--- src/rtl/serial_add_pkg.sv ---
// Shared types and constants for the bit-serial adder controller.
package serial_add_pkg;

  localparam int unsigned DEFAULT_WIDTH = 8;

  typedef enum logic [1:0] {
    IDLE = 2'd0,
    RUN  = 2'd1,
    DONE = 2'd2
  } state_e;

endpackage

--- src/rtl/fa_bit.sv ---
// Combinational 1-bit full-adder cell.
module fa_bit (
  input  logic x,
  input  logic y,
  input  logic ci,
  output logic s,
  output logic co
);

  assign s  = x ^ y ^ ci;
  assign co = (x & y) | (x & ci) | (y & ci);

endmodule

--- src/rtl/serial_add_ctrl.sv ---
// Bit-serial adder: {cout,sum} = a + b + cin, one full-adder cell per cycle, LSB first.
module serial_add_ctrl
  import serial_add_pkg::*;
#(
  parameter int unsigned WIDTH = DEFAULT_WIDTH
) (
  input  logic             clk,
  input  logic             rst_n,
  input  logic             start,
  input  logic [WIDTH-1:0] a,
  input  logic [WIDTH-1:0] b,
  input  logic             cin,
  output logic             busy,
  output logic             done,
  output logic [WIDTH-1:0] sum,
  output logic             cout
);

  // One extra bit so the counter can reach WIDTH on the last edge without wrapping.
  localparam int unsigned CntW = $clog2(WIDTH) + 1;
  localparam logic [CntW-1:0] LastCnt = CntW'(WIDTH - 1);

  state_e           state_q;
  logic [WIDTH-1:0] a_q, b_q, sum_q;
  logic [CntW-1:0]  cnt_q;
  logic             carry_q, cout_q, busy_q, done_q;
  logic             fa_s, fa_co;

  fa_bit u_fa (
    .x (a_q[0]),
    .y (b_q[0]),
    .ci(carry_q),
    .s (fa_s),
    .co(fa_co)
  );

  always_ff @(posedge clk or negedge rst_n) begin
    if (!rst_n) begin
      state_q <= IDLE;
      a_q     <= '0;
      b_q     <= '0;
      sum_q   <= '0;
      cnt_q   <= '0;
      carry_q <= 1'b0;
      cout_q  <= 1'b0;
      busy_q  <= 1'b0;
      done_q  <= 1'b0;
    end else begin
      unique case (state_q)
        IDLE: begin
          if (start) begin
            state_q <= RUN;
            busy_q  <= 1'b1;
            a_q     <= a;
            b_q     <= b;
            carry_q <= cin;
            cnt_q   <= '0;
            sum_q   <= '0;
            cout_q  <= 1'b0;
          end
        end
        RUN: begin
          sum_q   <= {fa_s, sum_q[WIDTH-1:1]};
          a_q     <= a_q >> 1;
          b_q     <= b_q >> 1;
          carry_q <= fa_co;
          cnt_q   <= cnt_q + CntW'(1);
          if (cnt_q == LastCnt) begin
            state_q <= DONE;
            done_q  <= 1'b1;
            cout_q  <= fa_co;
          end
        end
        DONE: begin
          state_q <= IDLE;
          busy_q  <= 1'b0;
          done_q  <= 1'b0;
        end
        default: begin
          state_q <= IDLE;
          busy_q  <= 1'b0;
          done_q  <= 1'b0;
        end
      endcase
    end
  end

  assign busy = busy_q;
  assign done = done_q;
  assign sum  = sum_q;
  assign cout = cout_q;

endmodule

--- config.mk ---
export PLATFORM = sky130hd
export DESIGN_NAME = serial_add_ctrl
export DESIGN_NICKNAME = d
export VERILOG_FILES = /design/src/rtl/serial_add_pkg.sv /design/src/rtl/fa_bit.sv /design/src/rtl/serial_add_ctrl.sv
export SDC_FILE = /design/constraint.sdc
export NUM_CORES = 1
export LEC_CHECK = 0
export BUFFER_PORTS_ARGS = -buffer_cell sky130_fd_sc_hd__buf_2
export CAP_MARGIN = 5
export CORE_UTILIZATION = 40
export CTS_CLUSTER_DIAMETER = 40
export DETAILED_ROUTE_END_ITERATION = 12
export GPL_TIMING_DRIVEN = 1
export PLACE_DENSITY = 0.7
export REMOVE_ABC_BUFFERS = 1
export SETUP_SLACK_MARGIN = 0.02
export SLEW_MARGIN = 15
export SYNTH_ARGS = -nofsm -noshare
export SYNTH_HDL_FRONTEND = slang
export SYNTH_HIERARCHICAL = 1
export SYNTH_SLANG_ARGS = --single-unit
--- constraint.sdc ---
create_clock -name clk -period 3.4 [get_ports clk]
set_input_delay 0.17 -clock clk [delete_from_list [all_inputs] [get_ports clk]]
set_output_delay 0.17 -clock clk [all_outputs]
set_load 0.03 [all_outputs]
==> results of run 1 <==
[cells by family after synthesis]
family / after synthesis
compound gates: 67
fa+ha+maj: 2
buf+inv: 16
flops: 34
mux: 2
simple gates: 27
[sequential cells by signal (all words and copies together) (netlist names)]
signal and cells:
a_q 8, b_q 8, busy 1, carry_q 1, cnt_q 4, cout 1, done 1, state_q 2
sum 8
[worst paths after layout]
check | start | end | slack, ps
max | state_q[1] | a_q[7] | 1560
min | b[5] | b_q[5] | 150
max reg2reg | state_q[1] | a_q[7] | 1560
min reg2reg | done | done | 480
max in group asynchronous | rst_n | cnt_q[2] | 2450
min in group asynchronous | rst_n | cnt_q[1] | 480
[routing by layer]
| layer | global-route usage | routed length (um) | share of wire | up-vias |
|---|---|---|---|---|
| met5 | 0 | 0 | 0 | - |
| met4 | 0.119 | 84 | 0.026 | 0 |
| met3 | 0.0405 | 106 | 0.032 | 8 |
| met2 | 0.284 | 1630 | 0.50 | 23 |
| met1 | 0.219 | 1470 | 0.45 | 599 |
| li1 | - | - | - | 586 |
[stage by stage]
stage                      util  cells
after floorplan               -    136
after global routing      0.493    223
after global placement    0.468    216
after CTS                 0.493    223
final                     0.493    223
after detailed placement  0.468    216
[worst register-to-register path: cells and delay by family, from the launching register on]
kind | cells | cell delay (ps)
AOI/OAI and AO/OA | 2 | 260
buffers and inverters | 1 | 280
DFF | 1 | 660
and+or+nand+nor | 1 | 550
[layout make-up]
cell class                      count  area (sq um)  share of cell area
Clock buffer                        6          82.6              0.0451
Inverter                            4          15.0             0.00820
Multi-Input combinational cell     98           648               0.354
Sequential cell                    34           851               0.464
Tap cell                           48          60.1              0.0328
Timing Repair Buffer               33           175              0.0956
[placed cells by master, fill, tap and decap left out, drive strengths merged]
cell type	count
dfrtp	34
buf	32
a21oi	20
o21ai	18
a22oi	15
nor2b	12
a22o	9
and2b	7
clkbuf	6
inv	4
nand2	3
mux2	2
o21bai	1
and4	1
nand3	1
or3	1
a211oi	1
a21boi	1
nor2	1
a21o	1
nor3b	1
a41oi	1
ha	1
dlygate4sd3	1
fa	1
[power groups by stage]
stage | combinational, mW | clock [mW] | sequential (mW)
finish | 0.561 | 0.288 | 0.709
global route | 0.627 | 0.309 | 0.732
CTS | 0.568 | 0.295 | 0.708
detailed placement | 0.563 | 0 | 0.715
global placement | 0.537 | 0 | 0.703
floorplan | 0.302 | 0 | 0.783
==> out/qor.txt, run 1 <==
CTS H-Tree Depth: 2
Final period utilization: 0.541
Final setup violation count: 0
Global-route usage over all layers: 0.180
Die W: 64.6 um
Clock latency on the worst-skew pair: 280 ps
Pwr/cell area: 850 nW/um^2
YS warnings: 6
Post-Route WL: 3280 um
Clock Sinks: 34
Ys async rst share: 1.00
Final Hold Slack: 148 ps
Num rows: 22
Iter 0 DRT Violations: 64
Complex-gate fraction of the synthesized area: 0.268
Mean Syn Cell Area: 10.6 sq um
Pre-CTS setup slack: 1570 ps
CTS resizes: 0
Tmin final: 1840 ps
Startpoint Class: flip-flop
Synth area leader: dfrtp_1
Worst path max stage delay: 660 ps
Layout cells sized above 1: 0.229
Post-synthesis mux area share: 0.0144
Core area: 3720 sq um
Clock Tree Buf Depth: 2
Synth Area in Adders: 0.0208
Sequential power share: 0.455
Most common cell in the netlist: dfrtp_1
Die area: 4170 sq um
First-pass GRT wire length: 5550 um
Fillers: 364
Net Switching: 0.598 mW
Status: complete, no violations
Setup Crit Path Kind: reg2reg
Placed Area: 1740 sq um
Crit Path Max Fanout: 24
Via count: 1216
Slew Viols, Final: 0
Setup Buffers After CTS: 0
Setup TNS: 0 ps
GPL Wtd Cong: 0.707
Post-Synth XOR/XNOR Area: 0
Synth cell types: 26
Crit path DAT: 2030 ps
Cell class contributing the biggest share of worst-path delay: flip-flops
Setup ws final: 1560 ps
Static Leak: 0.865 nW
Port Buf Inserts: 30
DRC viols: 0
CP Cell Sequence: nor2b_1 -> buf_4 -> a21oi_1 -> o21ai_0
Post-synth top area share: 0.543
Synth top area cells: dfrtp_1, a22oi_1, a21oi_1, o21ai_0, a22o_1
Synth Area in Simple Gates: 0.110
Slowest cell on crit path: dfrtp_1
Clock Skews: 4.07 ps
Synth Register Bits: 34
Post-DRT Antenna Nets: 0
Worst setup EP type: flip-flop
R2R cell count: 4
Clock power share: 0.185
Fin nets: 198
I/O pin total: 31
CP bufs+invs: 1
Initial antenna violation count: 0
Initial core utilization: 0.422
Via density: 5.45
Count of final hold-check violations: 0
Top_reg_cell synth: dfrtp_1
Stages on worst setup path: 4
Finished Cell Area: 1830 sq um
Worst-Margin Slew: 898 ps
P_int: 0.959 mW
WL per Instance: 14.7 um
Hold depth: 3
Syn Inst Count: 148
Sequential area share after synthesis: 0.543
Comb pwr share: 0.360
Area growth from synthesis to layout: 16.8%
Congestion Overflow GR: 0
EDFF count, synth: 0
Sw Share: 0.384
F_max: 544 MHz
Slew margin rel.: 0.400
Clock Pin Slew Worst Setup and Hold Paths: 60 ps
Total chip power: 1.56 mW
Pre-antenna DRT Iters: 4
Commonest cells in the netlist: dfrtp_1, a21oi_1, o21ai_0, a22oi_1, nor2b_1
TritonCTS clock tree: done
RSZ-0062 raised after global routing: no
Number of max-cap violations: 0
CTS Hold Bufs: 1
Mapped cell area: 1570 sq um
Clock root cell: clkbuf_8
Antenna cells: 0
Post-DP HPWL: 2220 um
IR drop worst, VDD: 442 uV
Die height: 64.6 um
Number of global-route vias before repair: 1216
Hold Crit Class: in2reg
Largest net degree at the start of global routing: 35
Main combinational cell family by area after synthesis: compound AO/OA/AOI/OAI gates
CP required: 3590 ps
CTS Buf Count: 5
No activity file was read; power rests on OpenSTA's default activity.
==> inputs of run 2 (changes only) <==
--- a/config.mk
+++ b/config.mk
@@ -11,7 +11,7 @@
 export CTS_CLUSTER_DIAMETER = 40
 export DETAILED_ROUTE_END_ITERATION = 12
 export GPL_TIMING_DRIVEN = 1
-export PLACE_DENSITY = 0.7
+export PLACE_DENSITY = 0.72
 export REMOVE_ABC_BUFFERS = 1
 export SETUP_SLACK_MARGIN = 0.02
 export SLEW_MARGIN = 15
==> constraint.sdc (replaced) <==
create_clock -name clk -period 1.6 [get_ports clk]
set_input_delay 0.08 -clock clk [delete_from_list [all_inputs] [get_ports clk]]
set_output_delay 0.08 -clock clk [all_outputs]
set_load 0.03 [all_outputs]
==> run 2 against run 1 <==
Net effect: final area increased by 2.1%; flip-flop and latch count unchanged; combinational power increased by 130%; final cell count increased by 3.1%; die area unchanged; setup slack got worse by 1300 ps; routed wire length increased by 1.0%; largest cell class unchanged; critical endpoint unchanged; clock skew about the same.
==> out/qor.txt, run 2 (synthesis gave the netlist of run 1 again) <==
Hold Crit Class: in2reg
Layout cells sized above 1: 0.247
Iter 0 DRT Violations: 74
Setup TNS: 0 ps
Core area: 3720 sq um
Non-Filler Instances: 230
Setup Crit Path Kind: reg2reg
Clock latency on the worst-skew pair: 280 ps
Largest net degree at the start of global routing: 35
Sequential power share: 0.441
Total chip power: 3.30 mW
Fin nets: 204
Most frequent cells in the layout: dfrtp_1, buf_2, a21oi_1, o21ai_0, a22oi_1
Port Buf Inserts: 30
Number of global-route vias before repair: 1247
Crit path DAT: 1510 ps
Comb pwr share: 0.386
Die height: 64.6 um
Die area: 4170 sq um
Initial antenna violation count: 0
Net Switching: 1.26 mW
Commonest non-fill, non-tap cell in the layout: dfrtp_1
Clock Tree Buf Depth: 2
CTS resizes: 0
WL per Instance: 14.4 um
Startpoint Class: flip-flop
Initial core utilization: 0.422
Via count: 1242
Sw Share: 0.382
I/O pin total: 31
Via density: 5.40
CP required: 1790 ps
Final period utilization: 0.829
Status: complete, no violations
Crit Path Max Fanout: 11
Fillers: 355
Multi-input gate area in the final layout: 648 sq um
Clock Sinks: 34
Die W: 64.6 um
CTS Buf Count: 5
Start point of the worst hold path: b[4]
Worst Setup SP: state_q[1]
Number of max-cap violations: 0
P_int: 2.04 mW
Clock root cell: clkbuf_8
Clock Skews: 3.68 ps
Worst-Margin Slew: 729 ps
Pwr/cell area: 1770 nW/um^2
Slew margin rel.: 0.514
Count of final hold-check violations: 0
Clock power share: 0.173
Final Util: 0.503
Post-DP HPWL: 2280 um
Slew Viols, Final: 0
Worst setup EP type: flip-flop
IR drop worst, VDD: 657 uV
Clock Pin Slew Worst Setup and Hold Paths: 60 ps
Global-route usage over all layers: 0.184
RSZ-0062 raised after global routing: no
TritonCTS clock tree: done
Final setup violation count: 0
Pre-antenna DRT Iters: 4
Post-Route WL: 3320 um
Register area: 851 sq um
Static Leak: 0.890 nW
Area growth from synthesis to layout: 19.3%
Finished Cell Area: 1870 sq um
Congestion Overflow GR: 0
First-pass GRT wire length: 5800 um
GPL Wtd Cong: 0.735
Tmin final: 1330 ps
Post-DRT Antenna Nets: 0
CTS H-Tree Depth: 2
DRC viols: 0
Placed Area: 1780 sq um
Antenna cells: 0
Dpl cells: 222
Reg2reg start: state_q[1]
Num rows: 22
F_max: 754 MHz
[run 2: changes by cell type in the layout (fill, tap and decap cells not counted)]
cell / previous run / this run
clkbuf_8: 6 / 5
clkbuf_1: 0 / 2
buf_4: 2 / 8
[run 2: layout make-up]
cell class	instances	share of cell area
tap	48	0.0321
sequential	34	0.455
clock buffer	7	0.0408
multi-input combinational	98	0.346
inverter	4	0.00803
timing repair buffer	39	0.118
[run 2: through the flow]
step                      setup slack (ps)  hold WS, ps
after global placement                 343          171
after floorplan                       -707         -216
after global routing                   155         91.2
after detailed placement               282          184
after CTS                              252         81.6
final                                  274         83.9
[run 2: critical path: stages, from the launching register on]
cell     delay, ps
dfrtp_1        410
buf_4          180
nor2b_1        190
buf_4          210
a21oi_1         70
o21ai_0        160
[run 2: power by group through the flow]
stage	sequential [mW]	clock, mW	combinational (mW)
final	1.46	0.571	1.28
after global routing	1.51	0.643	1.42
after CTS	1.46	0.591	1.30
after detailed placement	1.47	0	1.28
after global placement	1.44	0	1.24
after floorplan	1.66	0	0.642
[run 2: repair_timing]
item,4_1_cts,5_1_grt
hold buffers,1,0
hold endpoints to repair,34,0
setup buffers,0,0
[run 2: path summary, 6_finish.rpt]
| check | to | slack (ps) | cells after the start |
|---|---|---|---|
| worst max register to register | a_q[7] | 270 | 5 |
| min in group asynchronous | cnt_q[1] | 390 | 2 |
| worst max-delay path | a_q[7] | 270 | 5 |
| worst min register to register | done | 500 | 1 |
| max in group asynchronous | a_q[7] | 730 | 2 |
| worst min-delay path | b_q[4] | 80 | 3 |
[run 2: metal layers]
metal  global-route usage  part of all wire  vias up
li1                     -                 -      601
met1                0.237              0.43      618
met2                0.287              0.51       21
met3               0.0599             0.042        2
met4               0.0667            0.0081        0
met5                    0                 0        -
==> inputs of run 3 (changes only) <==
--- a/config.mk
+++ b/config.mk
@@ -5,13 +5,14 @@
 export SDC_FILE = /design/constraint.sdc
 export NUM_CORES = 1
 export LEC_CHECK = 0
+export ABC_AREA = 1
 export BUFFER_PORTS_ARGS = -buffer_cell sky130_fd_sc_hd__buf_2
 export CAP_MARGIN = 5
 export CORE_UTILIZATION = 40
 export CTS_CLUSTER_DIAMETER = 40
 export DETAILED_ROUTE_END_ITERATION = 12
 export GPL_TIMING_DRIVEN = 1
-export PLACE_DENSITY = 0.72
+export PLACE_DENSITY = 0.73
 export REMOVE_ABC_BUFFERS = 1
 export SETUP_SLACK_MARGIN = 0.02
 export SLEW_MARGIN = 15
==> constraint.sdc (replaced) <==
create_clock -name clk -period 1.1 [get_ports clk]
set_input_delay 0.055 -clock clk [delete_from_list [all_inputs] [get_ports clk]]
set_output_delay 0.055 -clock clk [all_outputs]
set_load 0.03 [all_outputs]
==> run 3 against run 2 <==
Net effect: the flow now finishes with violations (setup timing); synthesized area fell by 5.8%; die area fell by 5.6%; non-clock buffer count rose by 25; largest cell class unchanged; largest power group is now combinational logic; total power rose by 85%; flip-flop and latch count did not move; first-iteration DRC count fell by 9.5%; critical endpoint is now sum[7]; clock skew rose by 4.9 ps; via count rose by 7.5%; final area rose by 23%; final cell count rose by 19%.
==> out/qor.txt, run 3 <==
Sw Share: 0.395
Clock Tree Buf Depth: 2
Port Buf Inserts: 30
WL per Instance: 12.8 um
F_max: 883 MHz
CTS Buf Count: 5
Iter 0 DRT Violations: 67
Clock Skews: 8.59 ps
Via density: 4.89
Synth cell types: 18
RSZ-0062 raised after global routing: yes
Worst path max stage delay: 560 ps
Number of global-route vias before repair: 1297
Status: complete, but fails checks
Fillers: 275
Setup TNS: -49.3 ps
Die height: 62.8 um
Worst-Margin Slew: 436 ps
Die area: 3940 sq um
I/O pin total: 31
Sequential area share after synthesis: 0.576
Post-DRT Antenna Nets: 0
Num rows: 21
Clock Pin Slew Worst Setup and Hold Paths: 70 ps
Net Switching: 2.42 mW
Worst setup EP type: flip-flop
GPL Wtd Cong: 0.756
EDFF count, synth: 0
Hold Crit Class: in2reg
Post-DP HPWL: 2050 um
DRC viols: 0
Mean Syn Cell Area: 9.06 sq um
Post-synth top area share: 0.576
Crit Path Max Fanout: 2
Synth top area cells: dfrtp_1, nand2_1, nand3_1, o22ai_1, buf_4
Core area: 3440 sq um
Most common cell in the netlist: nand2_1
First-pass GRT wire length: 5440 um
Clock power share: 0.191
Crit path DAT: 1350 ps
Slew Viols, Final: 0
IR drop worst, VDD: 1140 uV
Sequential power share: 0.338
YS warnings: 6
Slowest cell on crit path: fa_2
Failing checks: setup timing
Cell class contributing the biggest share of worst-path delay: adder cells
Initial antenna violation count: 0
Clock latency on the worst-skew pair: 290 ps
Via count: 1335
Initial core utilization: 0.429
Top_reg_cell synth: dfrtp_1
Ys async rst share: 1.00
Non-Filler Instances: 273
Final Util: 0.668
Fin nets: 249
Setup ws final: -31.9 ps
CTS H-Tree Depth: 2
Pre-antenna DRT Iters: 4
TritonCTS clock tree: done
Mapped cell area: 1480 sq um
Clock Sinks: 34
Final period utilization: 1.03
Setup Crit Path Kind: reg2reg
Synth area leader: dfrtp_1
Startpoint Class: flip-flop
Synth Register Bits: 34
Syn Inst Count: 163
Comb pwr share: 0.471
Clock root cell: clkbuf_8
Global-route usage over all layers: 0.182
Layout cells sized above 1: 0.388
Total chip power: 6.11 mW
P_int: 3.70 mW
Antenna cells: 0
Commonest cells in the netlist: nand2_1, nand3_1, dfrtp_1, inv_1, o22ai_1
CP required: 1320 ps
Final Hold Slack: 81.5 ps
Pwr/cell area: 2660 nW/um^2
Congestion Overflow GR: 0
Area growth from synthesis to layout: 55.8%
Most frequent cells in the layout: nand2_1, dfrtp_1, buf_2, nand3_2, nand3_1
Commonest non-fill, non-tap cell in the layout: nand2_1
Largest net degree at the start of global routing: 35
Dpl cells: 242
CP bufs+invs: 0
Die W: 62.8 um
Tmin final: 1130 ps
Final setup violation count: 2
Post-Route WL: 3500 um
Static Leak: 1.13 nW
Slew margin rel.: 0.709
CP Cell Sequence: fa_2 -> nand2_1 -> o21ai_1
Number of max-cap violations: 0
Count of final hold-check violations: 0
==> run 3: per-stage QoR <==
stage                     area [sq um]  worst slack (ps)
after floorplan                   1420              -182
after global placement            1710             -40.7
after detailed placement          1710             -74.8
after CTS                         2030             -46.4
after global routing              2300             -68.6
final                             2300             -31.9
==> run 3: final cells by class <==
cell class / count / area, sq um / share of cell area
flip-flops and latches: 34 / 852 / 0.371
multi-input cells: 110 / 697 / 0.303
repair buffers: 64 / 518 / 0.225
clock buffers: 6 / 82.6 / 0.0359
well taps: 46 / 57.6 / 0.0250
inverters: 11 / 53.8 / 0.0234
clock inverters: 1 / 30.0 / 0.0131
repair inverters: 1 / 8.76 / 0.00381
==> run 3: cell families (layout without fill, tap and decap cells) <==
kind of cell    count (synthesis)  count (layout)  synth area share
flops                          34              34             0.576
xor+xnor                        1               1           0.00593
simple gates                   95              95             0.284
compound gates                 12              12            0.0458
buf+inv                        19              83            0.0661
fa+ha+maj                       2               2            0.0220
==> run 3: power groups by stage <==
stage	registers (mW)	logic, mW	clock network [mW]
after floorplan	2.36	1.06	0
after global placement	2.03	2.11	0
after detailed placement	2.04	2.15	0
after CTS	2.03	2.29	1.18
after global routing	2.13	3.12	1.26
final	2.07	2.88	1.17
==> run 3: worst paths after layout <==
check	startpoint	end	slack [ps]	cells past startpoint
min in group asynchronous	rst_n	sum[7]	320	3
min	cin	carry_q	80	5
max	b_q[0]	sum[7]	-30	3
max in group asynchronous	rst_n	state_q[1]	450	3
max reg2reg	b_q[0]	sum[7]	-30	3
min reg2reg	busy	busy	480	2
==> run 3: layer usage <==
metal,wire length (um),vias to the layer above,global-route usage
met5,0,-,0
met2,1690,38,0.302
met1,1600,632,0.216
met4,47,0,0.0785
met3,161,6,0.0566
li1,-,659,-
==> run 3: tightest hold or removal path: cells and delay by family <==
kind	cells	cell delay [ps]
simple gates	4	210
buf+inv	1	90
==> run 3: what timing repair did <==
item,4_1_cts,5_1_grt
endpoints found under the hold margin,50,0
pin swaps,3,13
gates cloned,0,3
setup endpoints to repair,21,27
buffers inserted,1,3
hold buffers,17,0
resized for setup,9,46
